==> config.mk <==
export PLATFORM = sky130hd
export DESIGN_NAME = alu_decode_stage
export DESIGN_NICKNAME = d
export VERILOG_FILES = /design/src/rtl/alu_pkg.sv /design/src/rtl/alu_imm_gen.sv /design/src/rtl/alu_decode_stage.sv
export SDC_FILE = /design/constraint.sdc
export NUM_CORES = 1
export LEC_CHECK = 0
export CAP_MARGIN = 10
export CORE_MARGIN = 5
export CORE_UTILIZATION = 37
export DETAILED_ROUTE_END_ITERATION = 12
export PLACE_DENSITY = 0.86
export SYNTH_ARGS = -nofsm -noshare
export SYNTH_HDL_FRONTEND = slang
export SYNTH_SLANG_ARGS = --single-unit
==> constraint.sdc <==
create_clock -name clk -period 1.6 [get_ports clk]
set_input_delay 0.16 -clock clk [delete_from_list [all_inputs] [get_ports clk]]
set_output_delay 0.16 -clock clk [all_outputs]
set_load 0.005 [all_outputs]
==> src/rtl/alu_pkg.sv <==
// Shared ALU operation codes, RV32I opcode/funct fields and the immediate format selector.
// The alu_ctrl map is shared with the ALU in EX.
package alu_pkg;

  localparam logic [3:0] ALU_ADD  = 4'd0;
  localparam logic [3:0] ALU_SUB  = 4'd1;
  localparam logic [3:0] ALU_AND  = 4'd2;
  localparam logic [3:0] ALU_OR   = 4'd3;
  localparam logic [3:0] ALU_XOR  = 4'd4;
  localparam logic [3:0] ALU_SLT  = 4'd5;
  localparam logic [3:0] ALU_SLTU = 4'd6;
  localparam logic [3:0] ALU_SLL  = 4'd7;
  localparam logic [3:0] ALU_SRL  = 4'd8;
  localparam logic [3:0] ALU_SRA  = 4'd9;

  localparam logic [6:0] OPC_OP     = 7'b0110011;
  localparam logic [6:0] OPC_OP_IMM = 7'b0010011;
  localparam logic [6:0] OPC_LUI    = 7'b0110111;
  localparam logic [6:0] OPC_AUIPC  = 7'b0010111;
  localparam logic [6:0] OPC_JAL    = 7'b1101111;
  localparam logic [6:0] OPC_JALR   = 7'b1100111;
  localparam logic [6:0] OPC_BRANCH = 7'b1100011;
  localparam logic [6:0] OPC_LOAD   = 7'b0000011;
  localparam logic [6:0] OPC_STORE  = 7'b0100011;

  localparam logic [2:0] F3_ADD  = 3'b000;
  localparam logic [2:0] F3_SLL  = 3'b001;
  localparam logic [2:0] F3_SLT  = 3'b010;
  localparam logic [2:0] F3_SLTU = 3'b011;
  localparam logic [2:0] F3_XOR  = 3'b100;
  localparam logic [2:0] F3_SR   = 3'b101;
  localparam logic [2:0] F3_OR   = 3'b110;
  localparam logic [2:0] F3_AND  = 3'b111;

  localparam logic [2:0] F3_BEQ  = 3'b000;
  localparam logic [2:0] F3_BNE  = 3'b001;
  localparam logic [2:0] F3_BLT  = 3'b100;
  localparam logic [2:0] F3_BGE  = 3'b101;
  localparam logic [2:0] F3_BLTU = 3'b110;
  localparam logic [2:0] F3_BGEU = 3'b111;

  localparam logic [6:0] F7_BASE = 7'h00;
  localparam logic [6:0] F7_ALT  = 7'h20;

  typedef enum logic [2:0] {IMM_I, IMM_S, IMM_B, IMM_U, IMM_J} imm_fmt_e;

  // alt selects SUB/SRA over ADD/SRL; it has no effect on the other funct3 values.
  function automatic logic [3:0] alu_op_f3(input logic [2:0] f3, input logic alt);
    case (f3)
      F3_ADD:  return alt ? ALU_SUB : ALU_ADD;
      F3_SLL:  return ALU_SLL;
      F3_SLT:  return ALU_SLT;
      F3_SLTU: return ALU_SLTU;
      F3_XOR:  return ALU_XOR;
      F3_SR:   return alt ? ALU_SRA : ALU_SRL;
      F3_OR:   return ALU_OR;
      default: return ALU_AND;
    endcase
  endfunction

endpackage

==> src/rtl/alu_imm_gen.sv <==
// Combinational RV32I immediate extraction with sign extension for I/S/B/U/J formats.
module alu_imm_gen
  import alu_pkg::*;
(
  input  logic        [31:7] instr,
  input  imm_fmt_e           fmt,
  output logic signed [31:0] imm
);

  logic signed [11:0] imm_i;
  logic signed [11:0] imm_s;
  logic signed [12:0] imm_b;
  logic signed [20:0] imm_j;

  assign imm_i = instr[31:20];
  assign imm_s = {instr[31:25], instr[11:7]};
  assign imm_b = {instr[31], instr[7], instr[30:25], instr[11:8], 1'b0};
  assign imm_j = {instr[31], instr[19:12], instr[20], instr[30:21], 1'b0};

  always_comb begin
    imm = 32'(imm_i);
    case (fmt)
      IMM_S:   imm = 32'(imm_s);
      IMM_B:   imm = 32'(imm_b);
      IMM_U:   imm = {instr[31:12], 12'b0};
      IMM_J:   imm = 32'(imm_j);
      default: imm = 32'(imm_i);
    endcase
  end

endmodule

==> src/rtl/alu_decode_stage.sv <==
// RV32I decode/issue stage feeding the ALU: one registered instruction slot with valid/ready.
// Define ALU_DECODE_PERF_EN to add the perf_issued / perf_stall counters.
module alu_decode_stage
  import alu_pkg::*;
#(
  parameter int XLEN       = 32,
  parameter int PERF_CNT_W = 32
) (
  input  logic            clk,
  input  logic            rst_n,
  input  logic            in_valid,
  output logic            in_ready,
  input  logic [31:0]     in_instr,
  input  logic [XLEN-1:0] in_pc,
  input  logic [XLEN-1:0] rs1_data,
  input  logic [XLEN-1:0] rs2_data,
  input  logic            flush,
  output logic            out_valid,
  input  logic            out_ready,
  output logic [XLEN-1:0] out_operand_a,
  output logic [XLEN-1:0] out_operand_b,
  output logic [3:0]      out_alu_ctrl,
  output logic [4:0]      out_rd,
  output logic            out_reg_write,
  output logic            out_is_branch,
  output logic [2:0]      out_funct3,
  output logic [XLEN-1:0] out_pc,
  output logic            out_illegal
`ifdef ALU_DECODE_PERF_EN
  ,
  output logic [PERF_CNT_W-1:0] perf_issued,
  output logic [PERF_CNT_W-1:0] perf_stall
`endif
);

  if (XLEN != 32) begin : g_xlen_check
    $error("alu_decode_stage supports XLEN=32 only");
  end
  if (PERF_CNT_W < 1) begin : g_perf_w_check
    $error("PERF_CNT_W must be at least 1");
  end

  logic [6:0] opcode;
  logic [2:0] funct3;
  logic [6:0] funct7;
  logic [4:0] rd;

  assign opcode = in_instr[6:0];
  assign funct3 = in_instr[14:12];
  assign funct7 = in_instr[31:25];
  assign rd     = in_instr[11:7];

  imm_fmt_e           imm_fmt;
  logic signed [31:0] imm;

  alu_imm_gen u_imm_gen (
    .instr (in_instr[31:7]),
    .fmt   (imm_fmt),
    .imm   (imm)
  );

  logic [XLEN-1:0] dec_a;
  logic [XLEN-1:0] dec_b;
  logic [3:0]      dec_ctrl;
  logic            dec_rw;
  logic            dec_br;
  logic            dec_ill;

  always_comb begin
    imm_fmt  = IMM_I;
    dec_a    = '0;
    dec_b    = '0;
    dec_ctrl = ALU_ADD;
    dec_rw   = 1'b0;
    dec_br   = 1'b0;
    dec_ill  = 1'b0;
    case (opcode)
      OPC_OP: begin
        dec_a  = rs1_data;
        dec_b  = rs2_data;
        dec_rw = 1'b1;
        if (funct7 == F7_BASE)
          dec_ctrl = alu_op_f3(funct3, 1'b0);
        else if (funct7 == F7_ALT && (funct3 == F3_ADD || funct3 == F3_SR))
          dec_ctrl = alu_op_f3(funct3, 1'b1);
        else
          dec_ill = 1'b1;
      end
      OPC_OP_IMM: begin
        dec_a    = rs1_data;
        dec_b    = imm;
        dec_rw   = 1'b1;
        dec_ctrl = alu_op_f3(funct3, 1'b0);
        // Shifts take the 5-bit shamt; the upper immediate bits select SRL/SRA or are illegal.
        if (funct3 == F3_SLL) begin
          dec_b = {{(XLEN-5){1'b0}}, in_instr[24:20]};
          if (funct7 != F7_BASE) dec_ill = 1'b1;
        end else if (funct3 == F3_SR) begin
          dec_b = {{(XLEN-5){1'b0}}, in_instr[24:20]};
          if (funct7 == F7_ALT)       dec_ctrl = ALU_SRA;
          else if (funct7 != F7_BASE) dec_ill  = 1'b1;
        end
      end
      OPC_LUI: begin
        imm_fmt = IMM_U;
        dec_b   = imm;
        dec_rw  = 1'b1;
      end
      OPC_AUIPC: begin
        imm_fmt = IMM_U;
        dec_a   = in_pc;
        dec_b   = imm;
        dec_rw  = 1'b1;
      end
      OPC_JAL, OPC_JALR: begin
        dec_a  = in_pc;
        dec_b  = XLEN'(4);
        dec_rw = 1'b1;
      end
      OPC_BRANCH: begin
        imm_fmt = IMM_B;
        dec_a   = rs1_data;
        dec_b   = rs2_data;
        dec_br  = 1'b1;
        case (funct3)
          F3_BEQ, F3_BNE:   dec_ctrl = ALU_SUB;
          F3_BLT, F3_BGE:   dec_ctrl = ALU_SLT;
          F3_BLTU, F3_BGEU: dec_ctrl = ALU_SLTU;
          default:          dec_ill  = 1'b1;
        endcase
      end
      OPC_LOAD: begin
        dec_a  = rs1_data;
        dec_b  = imm;
        dec_rw = 1'b1;
      end
      OPC_STORE: begin
        imm_fmt = IMM_S;
        dec_a   = rs1_data;
        dec_b   = imm;
      end
      default: dec_ill = 1'b1;
    endcase
    if (dec_ill) begin
      dec_a    = '0;
      dec_b    = '0;
      dec_ctrl = ALU_ADD;
      dec_rw   = 1'b0;
      dec_br   = 1'b0;
    end
    if (rd == 5'd0) dec_rw = 1'b0;
  end

  logic accept;
  assign in_ready = !flush && (!out_valid || out_ready);
  assign accept   = in_valid && in_ready;

  // ---- stage boundary: decode -> issue register ----
  logic            vld_p1;
  logic [XLEN-1:0] opnd_a_p1;
  logic [XLEN-1:0] opnd_b_p1;
  logic [3:0]      ctrl_p1;
  logic [4:0]      rd_p1;
  logic            rw_p1;
  logic            br_p1;
  logic [2:0]      f3_p1;
  logic [XLEN-1:0] pc_p1;
  logic            ill_p1;

  always_ff @(posedge clk or negedge rst_n) begin
    if (!rst_n) begin
      vld_p1    <= 1'b0;
      opnd_a_p1 <= '0;
      opnd_b_p1 <= '0;
      ctrl_p1   <= ALU_ADD;
      rd_p1     <= '0;
      rw_p1     <= 1'b0;
      br_p1     <= 1'b0;
      f3_p1     <= '0;
      pc_p1     <= '0;
      ill_p1    <= 1'b0;
    end else begin
      if (flush)          vld_p1 <= 1'b0;
      else if (accept)    vld_p1 <= 1'b1;
      else if (out_ready) vld_p1 <= 1'b0;
      if (accept) begin
        opnd_a_p1 <= dec_a;
        opnd_b_p1 <= dec_b;
        ctrl_p1   <= dec_ctrl;
        rd_p1     <= rd;
        rw_p1     <= dec_rw;
        br_p1     <= dec_br;
        f3_p1     <= funct3;
        pc_p1     <= in_pc;
        ill_p1    <= dec_ill;
      end
    end
  end

  assign out_valid     = vld_p1;
  assign out_operand_a = opnd_a_p1;
  assign out_operand_b = opnd_b_p1;
  assign out_alu_ctrl  = ctrl_p1;
  assign out_rd        = rd_p1;
  assign out_reg_write = rw_p1;
  assign out_is_branch = br_p1;
  assign out_funct3    = f3_p1;
  assign out_pc        = pc_p1;
  assign out_illegal   = ill_p1;

`ifdef ALU_DECODE_PERF_EN
  always_ff @(posedge clk or negedge rst_n) begin
    if (!rst_n) begin
      perf_issued <= '0;
      perf_stall  <= '0;
    end else if (vld_p1) begin
      if (out_ready) perf_issued <= perf_issued + 1'b1;
      else           perf_stall  <= perf_stall + 1'b1;
    end
  end
`endif

endmodule

After elaboration in Yosys (flattened, before gate mapping)
Index checks and enable logic that the tools add are counted.
Operators by class
  $add $sub $neg: 0
  $mul: 0
  div/mod/pow operators: 0
  magnitude comparators: 0
  equal/unequal tests: 21
  shifts and indexed selects: 0
  mux-type cells: 34
  bitwise operators: 0
  reductions and logical operators: 24
Operator list (count)
  $mux W32: 4
  $pmux W32 S4: 1
  $pmux W31 S4: 1
  $pmux W32 S2: 1
  $pmux W4 S7: 2
  $eq A7 B6 Y1 const B: 4
  $mux W4: 6
  $eq A7 B7 Y1 const B: 3
  $mux W1: 15
  $eq A7 B5 Y1 const B: 2
  $eq A3 B3 Y1 const B: 4
  $pmux W4 S3: 1
  $reduce_or A2 Y1: 6
  $reduce_or A6 Y1: 2
  $pmux W3 S3: 1
  $eq A7 B2 Y1 const B: 1
  $logic_not A7 Y1: 1
  $reduce_bool A7 Y1: 1
  $reduce_or A7 Y1: 1
  $eq A3 B2 Y1 const B: 2
  $pmux W2 S3: 1
  $logic_not A5 Y1: 1
  $reduce_or A5 Y1: 1
  $eq A2 B2 Y1 const B: 2
  other kinds (11): 15
Word-level totals
  bits in registers: 112
  latch bits: 0
  memory bits (writable): 0
  bits in read-only memories: 0
  output and inout port bits: 113
  memories: 0

Depth between registers and ports, before layout
  depth in word-level cells: 9
  mapped depth: 8

Hierarchy
From an unflattened synthesis, not the netlist that was laid out.
Unflattened totals
  cell total of the unflattened synthesis: 656
  area total of the unflattened synthesis: 5828.1 um^2
Modules (own cells, without submodules)
  alu_decode_stage: times used 1, cells each 566, area an instance 5236.3 um^2
  alu_imm_gen: times used 1, cells each 90, area an instance 591.8 um^2

Worst setup path before layout
Ideal clock, no wire load.
  kind: register to register
  start: reg vld_p1 (netlist: out_valid)
  end: reg pc_p1[22] (netlist: out_pc[22])
  library setup time: 125 ps
  data arrival time: 1649 ps
  required time: 1475 ps
  setup slack: -174 ps
  stages on the path, launching flop included: 7
  buffers on the path: 3
  cell sequence: dfrtp_1 -> nor2b_1 -> or3b_1 -> clkbuf_1 -> clkbuf_1 -> buf_2 -> mux2_2
On the way
  cells in the longest elaborated chain, start to end: 4
Ends and longest elaborated chain
  from (decl): line alu_decode_stage.sv:159  | logic vld_p1;
  from (signal assigned): line alu_decode_stage.sv:172  | vld_p1 <= 1'b0;
  from (signal assigned): line alu_decode_stage.sv:183  | if (flush) vld_p1 <= 1'b0;
  from (signal assigned): line alu_decode_stage.sv:184  | else if (accept) vld_p1 <= 1'b1;
  $logic_not A1 Y1: line alu_decode_stage.sv:155  | assign in_ready = !flush && (!out_valid || out_ready);
  $logic_or A1 B1 Y1: line alu_decode_stage.sv:155
  $logic_and A1 B1 Y1: line alu_decode_stage.sv:155
  $logic_and A1 B1 Y1: line alu_decode_stage.sv:156  | assign accept = in_valid && in_ready;
  to (signal assigned): line alu_decode_stage.sv:194  | pc_p1 <= in_pc;
  to (decl): line alu_decode_stage.sv:167  | logic [XLEN-1:0] pc_p1;
Every way passes these cells.
A chain may end at the register's enable or synchronous reset.

Worst setup path after layout
  start: reg vld_p1 (netlist: out_valid)
  end: reg opnd_a_p1[12] (netlist: out_operand_a[12])
On the way
  cells in the longest elaborated chain, start to end: 4
Ends and longest elaborated chain
  $logic_not A1 Y1: line alu_decode_stage.sv:155
  $logic_or A1 B1 Y1: line alu_decode_stage.sv:155
  $logic_and A1 B1 Y1: line alu_decode_stage.sv:155
  $logic_and A1 B1 Y1: line alu_decode_stage.sv:156
  to (signal assigned): line alu_decode_stage.sv:173  | opnd_a_p1 <= '0;
  to (signal assigned): line alu_decode_stage.sv:187  | opnd_a_p1 <= dec_a;
  to (decl): line alu_decode_stage.sv:160  | logic [XLEN-1:0] opnd_a_p1;
Every way passes these cells.

==> results.toml <==
[timing]
period_minus_slack_ns = 1.82
setup_slack_ns = -0.224
clock_skew_ns = 0.00720
max_freq_mhz = 548
final.period_utilization_pct = 114
finalSetupViolations = 110
relSlewSlack_pct = 58.6
hold_viol_final = 0
rsz0062_at_grt = "true"
drv_slew = 0
holdWs_ns = 0.397
worstMarginPinSlew_ns = 0.622

[synth]
syn_nets = 618
synth_area_mm2 = 0.00520
synthArstFlopShare_pct = 100
ys_ff_latch = 112
yosysWarningCount = 0
yosysUniqueCellTypes = 51
synthFlopType = "dfrtp_1"
syn_avg_cell_area_um2 = 10.7
ys_seq_area_share_pct = 53.9
synth_edf_count = 0
synthCells = 485

[worst_setup_path]
r2r-end = "out_operand_a[12]"
worstSetupPathType = "reg -> reg"
cp.arrival_ns = 2.10
r2r_slack_ns = -0.22
critPathCaptureType = "flip-flop"
r2r_cells = 7
crit_fanout = 15
r2r_start = "out_valid"
cp_data_required_time_ns = 1.88
startpoint_type = "flip-flop"

[layout]
final_core_util_pct = 64.3
regArea_mm2 = 0.00280
syn2layout_area_growth_pct = 71.0
fillers = 1103
fin_cells = 962
layout_commonest_cell = "clkdlybuf4s50_1"
multi_input_area_mm2 = 0.00235
drive_above_1_share_pct = 21.4
layout.nets = 909
final_cell_mix = "clkdlybuf4s50_1, dfrtp_1, nand2_1, buf_4, o21ai_1"

[clocking]
clockBufferDepth = 2
path_clk_slew_ns = 0.07
cts_made_buffers = 9
cts_tree = "yes"
cts-root-buf = "clkbuf_16"
clock_latency_ns = 0.36
clock_sinks = 112
htreeDepth = 3

[placement]
post-place-ws_ns = -0.711
dp_hpwl_mm = 14.1
place_congestion = 0.906
port_buffers = 245
placed_cells = 937

[routing]
viasPerCell = 5.36
num_vias = 5157
wirelength_mm = 19.1
dr.pass1.iters = 4
ant_nets = 0
wl_per_cell_um = 19.9
drcViolationCount = 0
drt_iter0_drc = 258

[min_path]
min_from = "flush"
holdPathStages = 2
hold_class = "in -> reg"
min_to = "out_valid"

[floorplan]
coreArea_mm2 = 0.0138
ios = 246
die_h_um = 129
rows = 43
die_w_um = 129
dieArea_mm2 = 0.0165
start_util_pct = 37.6

[run_status]
outcome = "finished, violations left"
violations = "setup timing"

[grt]
grt_start_max_net_pins = 113
grt_pass1_vias = 5462
antenna_found_initial = 1
grt-ovfl-total = 0
grt.total_usage_pct = 22.9
grt_pass1_wl_mm = 29.3

[pwr]
power_mw = 7.15
power.switching_mw = 1.67
p_leak_nw = 3.62
switching_share_pct = 23.4
p_seq_share_pct = 43.4
combPwrFrac_pct = 19.9
p_int_mw = 5.48
clkPwrFrac_pct = 36.7
powerDensity_mw_per_mm2 = 805
peakVddDrop_uv = 559

[run]
maxCapViolCount = 0
## power groups by stage
stage          Sequential (mW)  Combinational, mW  Clock, mW
2_1_floorplan             3.16              0.374          0
3_3_place_gp              3.14               1.38          0
3_5_place_dp              3.16               1.41          0
4_1_cts                   3.10               1.42       2.68
5_1_grt                   3.13               1.52       2.81
6_report                  3.10               1.42       2.63
## cell families after synthesis
kind of cell / after synthesis / synth area share [%]
XOR/XNOR: 3 / 0.506
flip-flops: 112 / 53.9
AO/OA/AOI/OAI: 160 / 20.7
AND/OR/NAND/NOR: 122 / 11.3
multiplexers: 44 / 9.41
buffers and inverters: 44 / 4.26
## per-layer routing
| metal | global-route usage [%] | up-vias | routed length [um] |
|---|---|---|---|
| li1 | - | 2370 | - |
| met1 | 26.5 | 2529 | 7390 |
| met2 | 38.5 | 217 | 9350 |
| met3 | 8.26 | 41 | 1770 |
| met4 | 9.33 | 0 | 607 |
| met5 | 0 | - | 0 |
## flip-flops by register name (all words and copies together), names as in the netlist
register	count
out_operand_b	32
out_is_branch	1
out_funct3	3
out_reg_write	1
out_pc	32
out_illegal	1
out_rd	5
out_operand_a	32
out_valid	1
out_alu_ctrl	4
## Yosys cell counts, types with 5 or more instances
library cell | instances | area, um^2
a21oi_1 | 6 | 30.0
a221oi_1 | 19 | 166
a22o_1 | 13 | 114
a22oi_1 | 34 | 255
buf_6 | 7 | 78.8
clkbuf_1 | 27 | 101
dfrtp_1 | 112 | 2800
mux2_2 | 39 | 439
mux2i_1 | 5 | 50.1
nand2_1 | 73 | 274
nand2b_1 | 7 | 43.8
nor2_1 | 12 | 45.0
nor2b_1 | 6 | 37.5
o21ai_0 | 64 | 320
o21ai_1 | 5 | 25.0
## worst max path at each step
stage,startpoint,end,slack (ns),cells after the start
finish,out_valid,out_operand_a[12],-0.22,7
global route,out_valid,out_reg_write,-0.28,6
CTS,out_valid,out_reg_write,-0.21,6
detailed placement,in_instr[25],out_operand_a[10],-0.71,7
global placement,in_instr[25],out_operand_a[5],-0.66,7
floorplan,in_instr[2],out_operand_b[10],-0.04,7
## timing repair
action / CTS / global route
pin swaps: 5 / 0
setup endpoints to repair: 111 / 111
gates cloned: 1 / 1
setup buffers: 4 / 1
hold buffers: 1 / 0
resized for setup: 20 / 18
hold endpoints to repair: 112 / 0
## worst max-delay path, cell delays in order, from the launching register on
cell and delay, ns:
dfrtp_1 0.38, nor2b_4 0.13, or3b_4 0.41, a21oi_4 0.17, nand4bb_4 0.15, buf_4 0.19
clkbuf_16 0.18, o21ai_1 0.12
## per-stage QoR
step                instance area, um^2  TNS [ns]
detailed placement                 8310    -57.21
floorplan                          5240     -3.08
global placement                   8310    -53.89
global route                       8890    -23.95
finish                             8890    -16.53
CTS                                8780    -16.15
## layout make-up
class / count / share of cell area (%)
Timing Repair Buffer: 320 / 35.3
Sequential cell: 112 / 31.5
Multi-Input combinational cell: 329 / 26.5
Clock buffer: 11 / 2.73
Tap cell: 180 / 2.53
Clock inverter: 5 / 1.17
Inverter: 4 / 0.169
Antenna cell: 1 / 0.0282
Note: power is estimated with default switching activity, not from simulation.
